## src/rtl/store_buffer_if.sv

```systemverilog
// rtl/store_buffer_if.sv - processor-side store port and memory-side drain port of the store buffer
interface store_buffer_if #(
    parameter int DEPTH = 4,
    parameter int AW    = 32,
    parameter int DW    = 32
);
    logic                       MemWrite;
    logic [AW-1:0]              DataAdr;
    logic [DW-1:0]              WriteData;
    logic                       full;
    logic                       empty;
    logic [$clog2(DEPTH):0]     count;
    logic                       overflow;
    logic                       mem_valid;
    logic [AW-1:0]              mem_addr;
    logic [DW-1:0]              mem_data;
    logic                       mem_ready;

    modport slave (
        input  MemWrite, DataAdr, WriteData, mem_ready,
        output full, empty, count, overflow, mem_valid, mem_addr, mem_data
    );

    modport master (
        output MemWrite, DataAdr, WriteData, mem_ready,
        input  full, empty, count, overflow, mem_valid, mem_addr, mem_data
    );
endinterface

```

## src/rtl/store_buffer.sv

```systemverilog
// rtl/store_buffer.sv - circular store FIFO between processor and data memory
// Optional write coalescing into the newest entry: STORE_BUFFER_COALESCE_EN.
module store_buffer #(
    parameter int DEPTH = 4,
    parameter int AW    = 32,
    parameter int DW    = 32
) (
    input  logic          clk,
    input  logic          reset,
    store_buffer_if.slave sb
);
    localparam int PW = $clog2(DEPTH);
    localparam int CW = PW + 1;
    localparam logic [CW-1:0] FULL_CNT = CW'(DEPTH);

    logic [AW-1:0] addr_q [DEPTH];
    logic [DW-1:0] data_q [DEPTH];

    logic [PW-1:0] head;
    logic [PW-1:0] tail;
    logic [CW-1:0] cnt;
    logic          ovf;

    logic empty;
    logic full;
    logic pop;
    logic push;
    logic coal;
    logic reject;

    assign empty = (cnt == '0);
    assign full  = (cnt == FULL_CNT);
    assign pop   = !empty && sb.mem_ready;

`ifdef STORE_BUFFER_COALESCE_EN
    logic [PW-1:0] newest;
    assign newest = tail - 1'b1;
    // A lone entry leaving this edge cannot absorb the store; it becomes a normal push.
    assign coal = sb.MemWrite && !empty && (addr_q[newest] == sb.DataAdr)
                  && !(pop && (cnt == CW'(1)));
`else
    assign coal = 1'b0;
`endif

    // Fullness is judged before any same-edge pop frees a slot.
    assign push   = sb.MemWrite && !full && !coal;
    assign reject = sb.MemWrite && full && !coal;

    always_ff @(posedge clk or negedge reset) begin
        if (!reset) begin
            head <= '0;
            tail <= '0;
            cnt  <= '0;
            ovf  <= 1'b0;
        end else begin
            if (push) tail <= tail + 1'b1;
            if (pop)  head <= head + 1'b1;
            case ({push, pop})
                2'b10:   cnt <= cnt + 1'b1;
                2'b01:   cnt <= cnt - 1'b1;
                default: cnt <= cnt;
            endcase
            if (reject) ovf <= 1'b1;
        end
    end

    // Storage is never cleared; pointers alone define which entries are live.
    always_ff @(posedge clk) begin
        if (push) begin
            addr_q[tail] <= sb.DataAdr;
            data_q[tail] <= sb.WriteData;
        end
`ifdef STORE_BUFFER_COALESCE_EN
        else if (coal) begin
            data_q[newest] <= sb.WriteData;
        end
`endif
    end

    assign sb.full      = full;
    assign sb.empty     = empty;
    assign sb.count     = cnt;
    assign sb.overflow  = ovf;
    assign sb.mem_valid = !empty;
    assign sb.mem_addr  = addr_q[head];
    assign sb.mem_data  = data_q[head];
endmodule

```

## src/flat_wrapper.sv

```systemverilog
// flat-port wrapper written by rule: the top's interface ports become plain ports
module store_buffer_flat 
#(
    parameter int DEPTH = 4,
    parameter int AW    = 32,
    parameter int DW    = 32
)
  (clk, reset, sb_MemWrite, sb_DataAdr, sb_WriteData, sb_mem_ready, sb_full, sb_empty, sb_count, sb_overflow, sb_mem_valid, sb_mem_addr, sb_mem_data);
  store_buffer_if #(.DEPTH(DEPTH), .AW(AW), .DW(DW)) sb_i ();
  input  logic clk;
  input  logic reset;
  input wire logic [$bits(sb_i.MemWrite)-1:0] sb_MemWrite;
  input wire logic [$bits(sb_i.DataAdr)-1:0] sb_DataAdr;
  input wire logic [$bits(sb_i.WriteData)-1:0] sb_WriteData;
  input wire logic [$bits(sb_i.mem_ready)-1:0] sb_mem_ready;
  output wire logic [$bits(sb_i.full)-1:0] sb_full;
  output wire logic [$bits(sb_i.empty)-1:0] sb_empty;
  output wire logic [$bits(sb_i.count)-1:0] sb_count;
  output wire logic [$bits(sb_i.overflow)-1:0] sb_overflow;
  output wire logic [$bits(sb_i.mem_valid)-1:0] sb_mem_valid;
  output wire logic [$bits(sb_i.mem_addr)-1:0] sb_mem_addr;
  output wire logic [$bits(sb_i.mem_data)-1:0] sb_mem_data;
  assign sb_i.MemWrite = sb_MemWrite;
  assign sb_i.DataAdr = sb_DataAdr;
  assign sb_i.WriteData = sb_WriteData;
  assign sb_i.mem_ready = sb_mem_ready;
  assign sb_full = sb_i.full;
  assign sb_empty = sb_i.empty;
  assign sb_count = sb_i.count;
  assign sb_overflow = sb_i.overflow;
  assign sb_mem_valid = sb_i.mem_valid;
  assign sb_mem_addr = sb_i.mem_addr;
  assign sb_mem_data = sb_i.mem_data;
  store_buffer #(.DEPTH(DEPTH), .AW(AW), .DW(DW)) u_core (.clk(clk), .reset(reset), .sb(sb_i));
endmodule
```

## config.mk

```make
export PLATFORM = sky130hd
export DESIGN_NAME = store_buffer_flat
export DESIGN_NICKNAME = d
export VERILOG_FILES = /design/src/rtl/store_buffer_if.sv /design/src/rtl/store_buffer.sv /design/src/flat_wrapper.sv
export SDC_FILE = /design/constraint.sdc
export NUM_CORES = 1
export LEC_CHECK = 0
export BUFFER_PORTS_ARGS = -buffer_cell sky130_fd_sc_hd__buf_2
export CAP_MARGIN = 5
export CORE_MARGIN = 1
export CORE_UTILIZATION = 54
export DETAILED_ROUTE_END_ITERATION = 10
export PLACE_DENSITY_LB_ADDON = 0.3
export SETUP_SLACK_MARGIN = 0.02
export SLEW_MARGIN = 10
export SYNTH_ARGS = -nofsm -noshare
export SYNTH_HDL_FRONTEND = slang
export SYNTH_SLANG_ARGS = --single-unit
```

## constraint.sdc

```tcl
create_clock -name clk -period 3.5 [get_ports clk]
set_input_delay 0.175 -clock clk [delete_from_list [all_inputs] [get_ports clk]]
set_output_delay 0.175 -clock clk [all_outputs]
set_load 0.02 [all_outputs]
```

==> run metrics, run 1 <==
Seq/Total Area, Yosys=0.814; Post-synth EDFFs=approximately 260; CP Capture Type=primary output; Least-Margin Pin Slew=0.948 ns; overall routing resource usage=0.193; critical-path cell list=buf_4 -> mux4_2 -> buf_2; RSZ-0062 raised after global routing=no; Data arrival, critical path=between 2 and 3 ns; DIE WIDTH=between 100 and 150 um; GRT overflow=0; post-layout net count=672; Leakage=roughly 4.2 nW; Routed wire per std cell=just over 20 um; initial antenna violation count=2; FF+latch count, synth=~260; Clock Tree Root=clkbuf_16; placed cells=729; Main synth FF type=edfxtp_1; Startpoint Class=flop; cells on worst reg2reg path=4; IO Port Bufs=138; CP required=3.32 ns; slowest cell delay on critical path=0.86 ns; initial core utilization=0.556; 1st-iter DRT viols=about 280; Synth Instances=roughly 370; clk slew on worst S/H paths=0.06 ns; Fmax=373 MHz; Placement Rows=48; Power Dens Cells=between 800 and 900 mW/mm^2; GPL Wtd Cong=approximately 0.72; Worst VDD drop=~0.57 mV; Netlist cell types=22; reg2reg start=u_core.sb.count[2]; Max Slew Vio Count=0; synth top area cells=edfxtp_1 (79%), mux4_2 (15%), dfrtp_1 (2.1%); Die ar.=between 0.015 and 0.02 mm^2; Yosys top cell area share=0.793; Yosys warning count=0; setup violators final=0; CTS tree=built; switching share of power=0.313; Design Power=~10 mW; most instantiated cells after synthesis=edfxtp_1 (256), mux4_2 (64), dfrtp_1 (8); Syn Area/Cell=25.9 um^2; final instance area=0.0121 mm^2; vias in the first global route=approximately 5k; Critical Path End=sb_mem_addr[31]; share of layout cells above drive strength 1=0.408; pin count of the biggest net entering global routing=66; Max Cap Viol=0; P_int=between 7 and 8 mW; Crit-path slowest cell=dfrtp_4; DP HPWL=around 10000 um; maximum level of the CTS H-tree=1; DRC Markers=0; Clock Sinks=264; post-place setup slack=1.20 ns; cell area after synthesis=between 0.009 and 0.01 mm^2; WHS=roughly 0.030 ns; clock network power share=0.251; Setup Buffers After CTS=0; first-pass GRT wire length=approximately 26,000 um; reg2reg setup slack=about 1.2 ns; Post-Layout Cell Count=approximately 840; CP Max Fanout=33; Logic pwr share=0.299; post-route ant nets=0; Period minus WS final=about 2.7 ns; setup total negative slack=0 ns; WL final=between 15,000 and 20,000 um; fin crit share=0.766; cell with the most instances after synthesis=edfxtp_1; Worst Setup SP=u_core.head[0]; CTS Buf Count=26; Mapped Nets=~450; Clock Path Buffers=3; Vias=between 4k and 5k; Fin. Hold Viols=0; core area=about 0.017 mm^2; number of primary I/O pins=139; setup ws final=between 0.8 and 0.9 ns; RR Endpoint=u_core.data_q[2][12]; placed cell area=approximately 0.011 mm^2; Min-Delay Path Class=in -> async; Vias/cell=~5.4; DRT Pass-1 Iters=4; chip height=~140 um; final core occ=0.697; status=finished, final reports clean; Setup CP Type=reg -> out; area grow syn2layout=25.3%; Slew Limit Headroom=0.368; cell taking the most area after synthesis=edfxtp_1; NetSw=3.21 mW; asr flop ratio synth=0.0303; Final Skew=0.00972 ns; Clk Latency, worst-skew pair=a little over 0.5 ns; Seq pwr share=0.450
[worst max-delay path, delay by kind of cell (launching register included)]
family	cells	cell delay, ns
buf+inv	2	0.58
flops	1	0.86
mux	1	0.55
[metal layers]
layer,vias up,global-route usage,share of wire
met5,-,0,0
met4,0,0.0512,0.015
met3,23,0.0321,0.062
met2,140,0.338,0.52
met1,2306,0.251,0.41
li1,2044,-,-
[cells by family (layout without fill, tap and decap cells)]
kind of cell | count (synthesis) | after routing | share of synthesized area
muxes | 66 | 66 | 0.151
other | 0 | 2 | 0
adders and majority gates | 6 | 6 | 0.00852
buffers and inverters | 21 | 262 | 0.0136
xor gates and xnor gates | 6 | 6 | 0.00542
and+or+nand+nor | 9 | 9 | 0.00594
AOI/OAI and AO/OA | 2 | 2 | 0.00168
DFF | 264 | 264 | 0.814
[worst min-delay path by stage]
stage | start | endpoint
after CTS | reset | u_core.sb.count[2]
after global placement | reset | u_core.sb.overflow
after global routing | reset | u_core.sb.count[1]
final | reset | u_core.sb.count[2]
after floorplan | reset | u_core.head[0]
after detailed placement | reset | u_core.sb.overflow
[power groups by stage]
stage                     Combinational [mW]  Sequential, mW  Clock (mW)
after floorplan                         2.33            4.42           0
after global placement                  3.03            4.66           0
after detailed placement                3.06            4.70           0
after CTS                               3.14            4.64        2.63
after global routing                    3.29            4.70        2.73
final                                   3.07            4.61        2.57
[sequential cells by signal, indices dropped and copies added (netlist names)]
register	cells
u_core.addr_q	128
u_core.data_q	128
u_core.sb.count	3
u_core.head	2
u_core.tail	2
u_core.sb.overflow	1
[cells in the final DEF (no fill, tap or decap)]
cell type,n
mux4_2,64
inv_8,1
diode_2,2
xnor2_1,3
clkinv_4,3
clkinv_1,6
mux2_2,1
nor3b_2,1
dlygate4sd3_1,66
ha_1,5
nor2_1,1
edfxtp_1,256
and2_4,4
clkbuf_16,27
buf_2,138
xor2_1,3
a21o_1,1
inv_1,7
or3_1,1
nand2_1,1
dfrtp_4,2
buf_12,5
o31a_1,1
mux2i_1,1
dfrtp_1,6
buf_4,1
nor2b_1,1
fa_1,1
bufinv_16,1
clkinv_2,3
clkbuf_1,4
[what timing repair did]
item,4_1_cts,5_1_grt
hold endpoints to repair,265,0
hold buffers,66,0
gates resized for setup,0,0
[area by class of cell]
class | count | area [um^2]
fill | 1085 | 5270
clock buffer | 31 | 691
clock inverter | 14 | 105
timing repair buffer | 210 | 1460
sequential | 264 | 7900
multi-input combinational | 89 | 1680
tap | 225 | 282
antenna | 2 | 5.00
inverter | 7 | 26.3
Power figures use the tool's default switching activity.
==> inputs of run 2 (changes only) <==
- ABC_AREA: default -> 1
- clock period: 3.5 -> 2.5 ns (I/O delays scaled with it)
==> run metrics, run 2 <==
status=finished, final reports clean (unchanged); commonest non-fill, non-tap cell in the layout=edfxtp_1 (unchanged); Min-Delay Path Class=in -> reg (was in -> async); Synth Instances=812 (was 374); cell area after synthesis=0.0107 mm^2 (was 0.00969 mm^2); setup violators final=0 (unchanged); CP Capture Type=primary output (unchanged); chip height=143 um (was 136 um); Data arrival, critical path=2.16 ns (was 2.51 ns); DRC Markers=0 (unchanged); DIE WIDTH=143 um (was 136 um); Clock Path Buffers=3 (unchanged); 1st-iter DRT viols=372 (was 282); Design Power=15.4 mW (was 10.3 mW); first-pass GRT wire length=31,300 um (was 26,500 um); CTS Buf Count=27 (was 26); RSZ-0062 raised after global routing=no (unchanged); Clock Tree Root=clkbuf_16 (unchanged); initial antenna violation count=1 (was 2); GRT overflow=0 (unchanged); cells on worst reg2reg path=11 (was 4); placed cells=1,191 (was 729); highest-count cells in the layout ignoring fill and taps=edfxtp_1 (256), nand2_1 (212), inv_1 (144) (was edfxtp_1 (256), buf_2 (138), dlygate4sd3_1 (66)); switching share of power=0.366 (was 0.313); Clock Sinks=264 (unchanged); clock network power share=0.245 (was 0.251); Die ar.=0.0204 mm^2 (was 0.0185 mm^2); placed cell area=0.0116 mm^2 (was 0.0107 mm^2); Vias=6,488 (was 4,513); Max Cap Viol=0 (unchanged); IO Port Bufs=138 (unchanged); area grow syn2layout=22.5% (was 25.3%); Max Slew Vio Count=0 (unchanged); DRT Pass-1 Iters=7 (was 4); Main synth FF type=edfxtp_1 (unchanged); core area=0.0195 mm^2 (was 0.0174 mm^2); post-layout net count=1,097 (was 672); Slew Limit Headroom=0.663 (was 0.368); vias in the first global route=6,285 (was 4,987); Post-synth EDFFs=256 (unchanged); CTS tree=built (unchanged); Period minus WS final=2.28 ns; Seq pwr share=0.392 (was 0.450); Placement Rows=51 (was 48); FF+latch count, synth=264 (unchanged); initial core utilization=0.550 (was 0.556); cell taking the most area after synthesis=edfxtp_1 (unchanged); clk slew on worst S/H paths=0.06 ns (about the same); Least-Margin Pin Slew=0.505 ns (was 0.948 ns); Vias/cell=4.96 (was 5.36); CP required=2.38 ns (was 3.32 ns); CP Max Fanout=63 (was 33); number of cells on the worst hold path=2; Yosys top cell area share=0.719 (was 0.793); pin count of the biggest net entering global routing=67 (was 66); WL final=20,100 um (was 17,100 um); Syn Area/Cell=13.2 um^2 (was 25.9 um^2); maximum level of the CTS H-tree=1 (unchanged); overall routing resource usage=0.202 (was 0.193); asr flop ratio synth=0.0303 (unchanged); synth top area cells=edfxtp_1 (72%), o211ai_1 (9.0%), nand2_1 (7.4%) (was edfxtp_1 (79%), mux4_2 (15%), dfrtp_1 (2.1%)); share of layout cells above drive strength 1=0.192 (was 0.408); Leakage=5.38 nW (was 4.25 nW); Post-Layout Cell Count=1,307 (was 842); number of primary I/O pins=139 (unchanged); GPL Wtd Cong=0.798 (was 0.716); Final Skew=0.00664 ns (was 0.00972 ns); cell with the most instances after synthesis=edfxtp_1 (unchanged); post-route ant nets=0 (unchanged); P_int=9.78 mW (was 7.05 mW); fin crit share=0.914; most instantiated cells after synthesis=edfxtp_1 (256), nand2_1 (212), inv_1 (144) (was edfxtp_1 (256), mux4_2 (64), dfrtp_1 (8)); Power Dens Cells=1180 mW/mm^2 (was 845 mW/mm^2); Netlist cell types=17 (was 22); Yosys warning count=0 (unchanged); Fin. Hold Viols=0 (unchanged); NetSw=5.64 mW (was 3.21 mW); reg2reg setup slack=0.65 ns (was 1.20 ns); DP HPWL=11,200 um (was 9980 um); Worst VDD drop=0.806 mV (was 0.572 mV); Seq/Total Area, Yosys=0.737 (was 0.814); final instance area=0.0131 mm^2 (was 0.0121 mm^2); Startpoint Class=flop (unchanged); Clk Latency, worst-skew pair=0.52 ns (was 0.51 ns); Routed wire per std cell=15.4 um (was 20.4 um); Fmax=438 MHz; Setup CP Type=reg -> out (unchanged); Logic pwr share=0.364 (was 0.299); Mapped Nets=886 (was 448)
## run 2: cell types whose count changed after synthesis, sizes merged, moves of 2 or more
cell / previous run / this run
nand2: 1 / 212
inv: 7 / 146
buf: 13 / 36
nand3: 0 / 7
clkbuf: 1 / 6
xor2: 3 / 0
nor2: 1 / 4
xnor2: 3 / 1
o211ai: 0 / 128
and2: 4 / 0
mux4: 64 / 0
## run 2: kinds of logic after synthesis
| kind of cell | Yosys count | synth area share |
|---|---|---|
| simple gates | 224 | 0.0796 |
| flops | 264 | 0.737 |
| compound gates | 129 | 0.0903 |
| buf+inv | 188 | 0.0843 |
| xor+xnor | 1 | 0.000819 |
| fa+ha+maj | 6 | 0.00772 |
## run 2: power groups by stage
stage                     sequential, mW  clock, mW  combinational (mW)
after floorplan                     6.14          0                4.01
after global placement              6.09          0                5.48
after detailed placement            6.12          0                5.56
after CTS                           6.04       3.84                5.68
after global routing                6.10       4.04                6.18
final                               6.04       3.77                5.61
## run 2: area by class of cell
type	count	area (um^2)
Fill cell	1362	6360
Antenna cell	1	2.50
Multi-Input combinational cell	360	1940
Timing Repair Buffer	224	1560
Clock inverter	12	109
Tap cell	265	332
Sequential cell	264	7890
Clock buffer	35	726
Inverter	146	553
## run 2: worst paths after layout
check                                        to                from
min in group asynchronous    u_core.sb.overflow               reset
hold / removal             u_core.data_q[2][19]    sb_WriteData[19]
hold reg to reg              u_core.sb.overflow  u_core.sb.overflow
setup reg to reg             u_core.sb.count[2]  u_core.sb.count[2]
setup / recovery                sb_mem_addr[29]      u_core.head[0]
max in group asynchronous        u_core.head[1]               reset
## run 2: critical path: stages, from the launching register on
cell      delay [ns]
dfrtp_1         0.43
inv_6           0.38
buf_4           0.33
nand2_1         0.08
o211ai_1        0.09
nand2_1         0.12
buf_2           0.18
## run 2: metrics by stage
stage          hold slack (ns)  TNS (ns)   util  setup WS, ns
2_1_floorplan           -0.171   -134.40      -        -0.525
3_3_place_gp           -0.0160         0  0.595         0.728
3_5_place_dp           -0.0178         0  0.595         0.667
4_1_cts                  0.337         0  0.673         0.208
5_1_grt                  0.354         0  0.673        0.0757
6_report                 0.357         0  0.673         0.216
## run 2: layer usage
metal,GRT usage,share of wire,up-vias
met3,0.0369,0.056,28
met2,0.360,0.51,166
met5,0,0,-
met1,0.251,0.42,3056
met4,0.0617,0.016,0
li1,-,-,3238
## run 2: timing repair
item                                   CTS  global route
endpoints found under the hold margin  269             0
setup buffers                            0             0
gates resized for setup                  0             0
hold buffers                            68             0
==> inputs of run 3 (changes only) <==
- CTS_BUF_LIST: default -> sky130_fd_sc_hd__clkbuf_8
==> run metrics, run 3 (synthesis gave the netlist of run 2 again) <==
CP Capture Type=primary output (unchanged); Setup Buffers After CTS=0 (unchanged); reg2reg start=u_core.sb.count[2] (unchanged); number of primary I/O pins=139 (unchanged); area grow syn2layout=22.0% (was 22.5%); Worst VDD drop=0.819 mV (was 0.806 mV); GRT overflow=0 (unchanged); Crit-path slowest cell=dfrtp_1 (unchanged); share of layout cells above drive strength 1=0.203 (was 0.192); core area=0.0195 mm^2 (unchanged); Vias=6,591 (was 6,488); slowest cell delay on critical path=0.43 ns (about the same); Max Slew Vio Count=0 (unchanged); maximum level of the CTS H-tree=2 (was 1); Least-Margin Pin Slew=0.516 ns (was 0.505 ns); fillers=1,418 (was 1,362); initial core utilization=0.550 (unchanged); RSZ-0062 raised after global routing=no (unchanged); CTS Buf Count=42 (was 27); Period minus WS final=2.27 ns (was 2.28 ns); post-route ant nets=0 (unchanged); reg2reg setup slack=0.64 ns (was 0.65 ns); setup total negative slack=0 ns (unchanged); Clk Latency, worst-skew pair=0.54 ns (was 0.52 ns); critical-path cell list=inv_6 -> buf_4 -> nand2_1 -> o211ai_1 -> nand2_1 -> buf_2 (unchanged); status=finished, final reports clean (unchanged); Vias/cell=4.94 (was 4.96); multi-input gate area in the final layout=0.00194 mm^2 (unchanged); Power Dens Cells=1150 mW/mm^2 (was 1180 mW/mm^2); CTS tree=built (unchanged); Clock Tree Root=clkbuf_8 (was clkbuf_16); Fin. Hold Viols=0 (unchanged); DIE WIDTH=143 um (unchanged); Slew Limit Headroom=0.656 (was 0.663); critical path buffer and inverter count=3 (unchanged); Fmax=440 MHz (was 438 MHz); CP required=2.38 ns (about the same); clk slew on worst S/H paths=0.06 ns (about the same); Clock Path Buffers=3 (unchanged); commonest non-fill, non-tap cell in the layout=edfxtp_1 (unchanged); WHS Endpoint=u_core.data_q[2][6] (was u_core.data_q[2][19]); IO Port Bufs=138 (unchanged); vias in the first global route=6,377 (was 6,285); final core occ=0.671 (was 0.673); critical path's top delay family=buffers and inverters (unchanged); Min-Delay Startpoint=sb_WriteData[6] (was sb_WriteData[19]); Startpoint Class=flop (unchanged); 1st-iter DRT viols=353 (was 372); area taken by flip-flops and latches=0.00789 mm^2 (unchanged); DRT Pass-1 Iters=6 (was 7); Min-Delay Path Class=in -> reg (unchanged); Placement Rows=51 (unchanged); initial antenna violation count=1 (unchanged); Clock Sinks=264 (unchanged); RR Endpoint=u_core.sb.count[2] (unchanged); CP Max Fanout=63 (unchanged); Data arrival, critical path=2.15 ns (was 2.16 ns); cells on worst reg2reg path=11 (unchanged); Routed wire per std cell=14.9 um (was 15.4 um); overall routing resource usage=0.202 (about the same); fin crit share=0.908 (was 0.914); post-layout net count=1,112 (was 1,097); pin count of the biggest net entering global routing=67 (unchanged); most frequent CP cell=nand2_1 (unchanged); highest-count cells in the layout ignoring fill and taps=edfxtp_1 (256), nand2_1 (212), inv_1 (155) (was edfxtp_1 (256), nand2_1 (212), inv_1 (144)); cts repair resizes=0 (unchanged); chip height=143 um (unchanged); GPL Wtd Cong=0.798 (unchanged); DRC Markers=0 (unchanged); Setup CP Type=reg -> out (unchanged); DP HPWL=11,200 um (unchanged); number of cells on the worst hold path=2 (unchanged); first-pass GRT wire length=31,300 um (about the same); Max Cap Viol=0 (unchanged); Leakage=5.40 nW (was 5.38 nW); Die ar.=0.0204 mm^2 (unchanged); WL final=19,900 um (was 20,100 um); Final Skew=0.0217 ns (was 0.00664 ns); setup violators final=0 (unchanged)
run 3: cell count changes in the layout (fill, tap and decap cells not counted), sizes merged:
cell / before / now
bufinv: 2 / 1
clkbuf: 35 / 46
clkinv: 9 / 13
clkinvlp: 0 / 3
inv: 147 / 157
run 3: layout make-up:
cell class | instances | area share
tap | 265 | 0.0254
clock buffer | 46 | 0.0485
clock inverter | 28 | 0.0113
timing repair buffer | 224 | 0.119
sequential | 264 | 0.604
multi-input combinational | 360 | 0.149
antenna | 1 | 0.000192
inverter | 146 | 0.0424
run 3: worst max path at each step:
stage | start | endpoint | slack, ns | cells after the start
5_1_grt | u_core.head[0] | sb_mem_addr[29] | 0.07 | 6
3_3_place_gp | u_core.sb.count[1] | u_core.data_q[3][19] | 0.73 | 6
6_report | u_core.head[0] | sb_mem_data[22] | 0.23 | 6
3_5_place_dp | u_core.sb.count[0] | u_core.sb.count[1] | 0.67 | 8
2_1_floorplan | u_core.sb.count[0] | u_core.addr_q[0][0] | -0.52 | 4
4_1_cts | u_core.head[0] | sb_mem_data[22] | 0.18 | 6
run 3: worst reg2reg max path, cell delays in order, from the launching register on:
cell     delay, ns
dfrtp_1       0.39
inv_1         0.07
nand3_1       0.20
nand2_1       0.13
inv_1         0.08
ha_1          0.16
inv_1         0.07
fa_1          0.38
nand2_1       0.10
nand3_1       0.08
nand2_1       0.06
nand2_1       0.04
run 3: what timing repair did:
action / CTS / global route
hold endpoints to repair: 269 / 0
setup endpoints to repair: 0 / 0
hold buffers: 68 / 0
run 3: report_power, final:
group	switching (mW)	total, mW	leakage, nW	internal, mW
Sequential	0.211	6.03	2.44	5.82
Combinational	3.85	5.58	2.53	1.72
Clock	1.59	3.38	0.434	1.79
run 3: metrics by stage:
step | total power [mW] | hold slack, ns | instances | setup WS, ns | area, um^2
finish | 15.0 | 0.338 | 1334 | 0.230 | 13100
global route | 15.9 | 0.325 | 1333 | 0.0684 | 13100
CTS | 15.1 | 0.314 | 1333 | 0.181 | 13100
detailed placement | 11.7 | -0.0178 | 1191 | 0.667 | 11600
global placement | 11.6 | -0.0160 | 1191 | 0.728 | 11600
floorplan | 10.2 | -0.171 | 812 | -0.525 | 10700
run 3: metal layers:
metal,routed length (um),up-vias,GRT usage
met5,0,-,0
met4,470,0,0.0832
met3,973,40,0.0443
met2,9860,164,0.350
met1,8600,3105,0.247
li1,-,3282,-
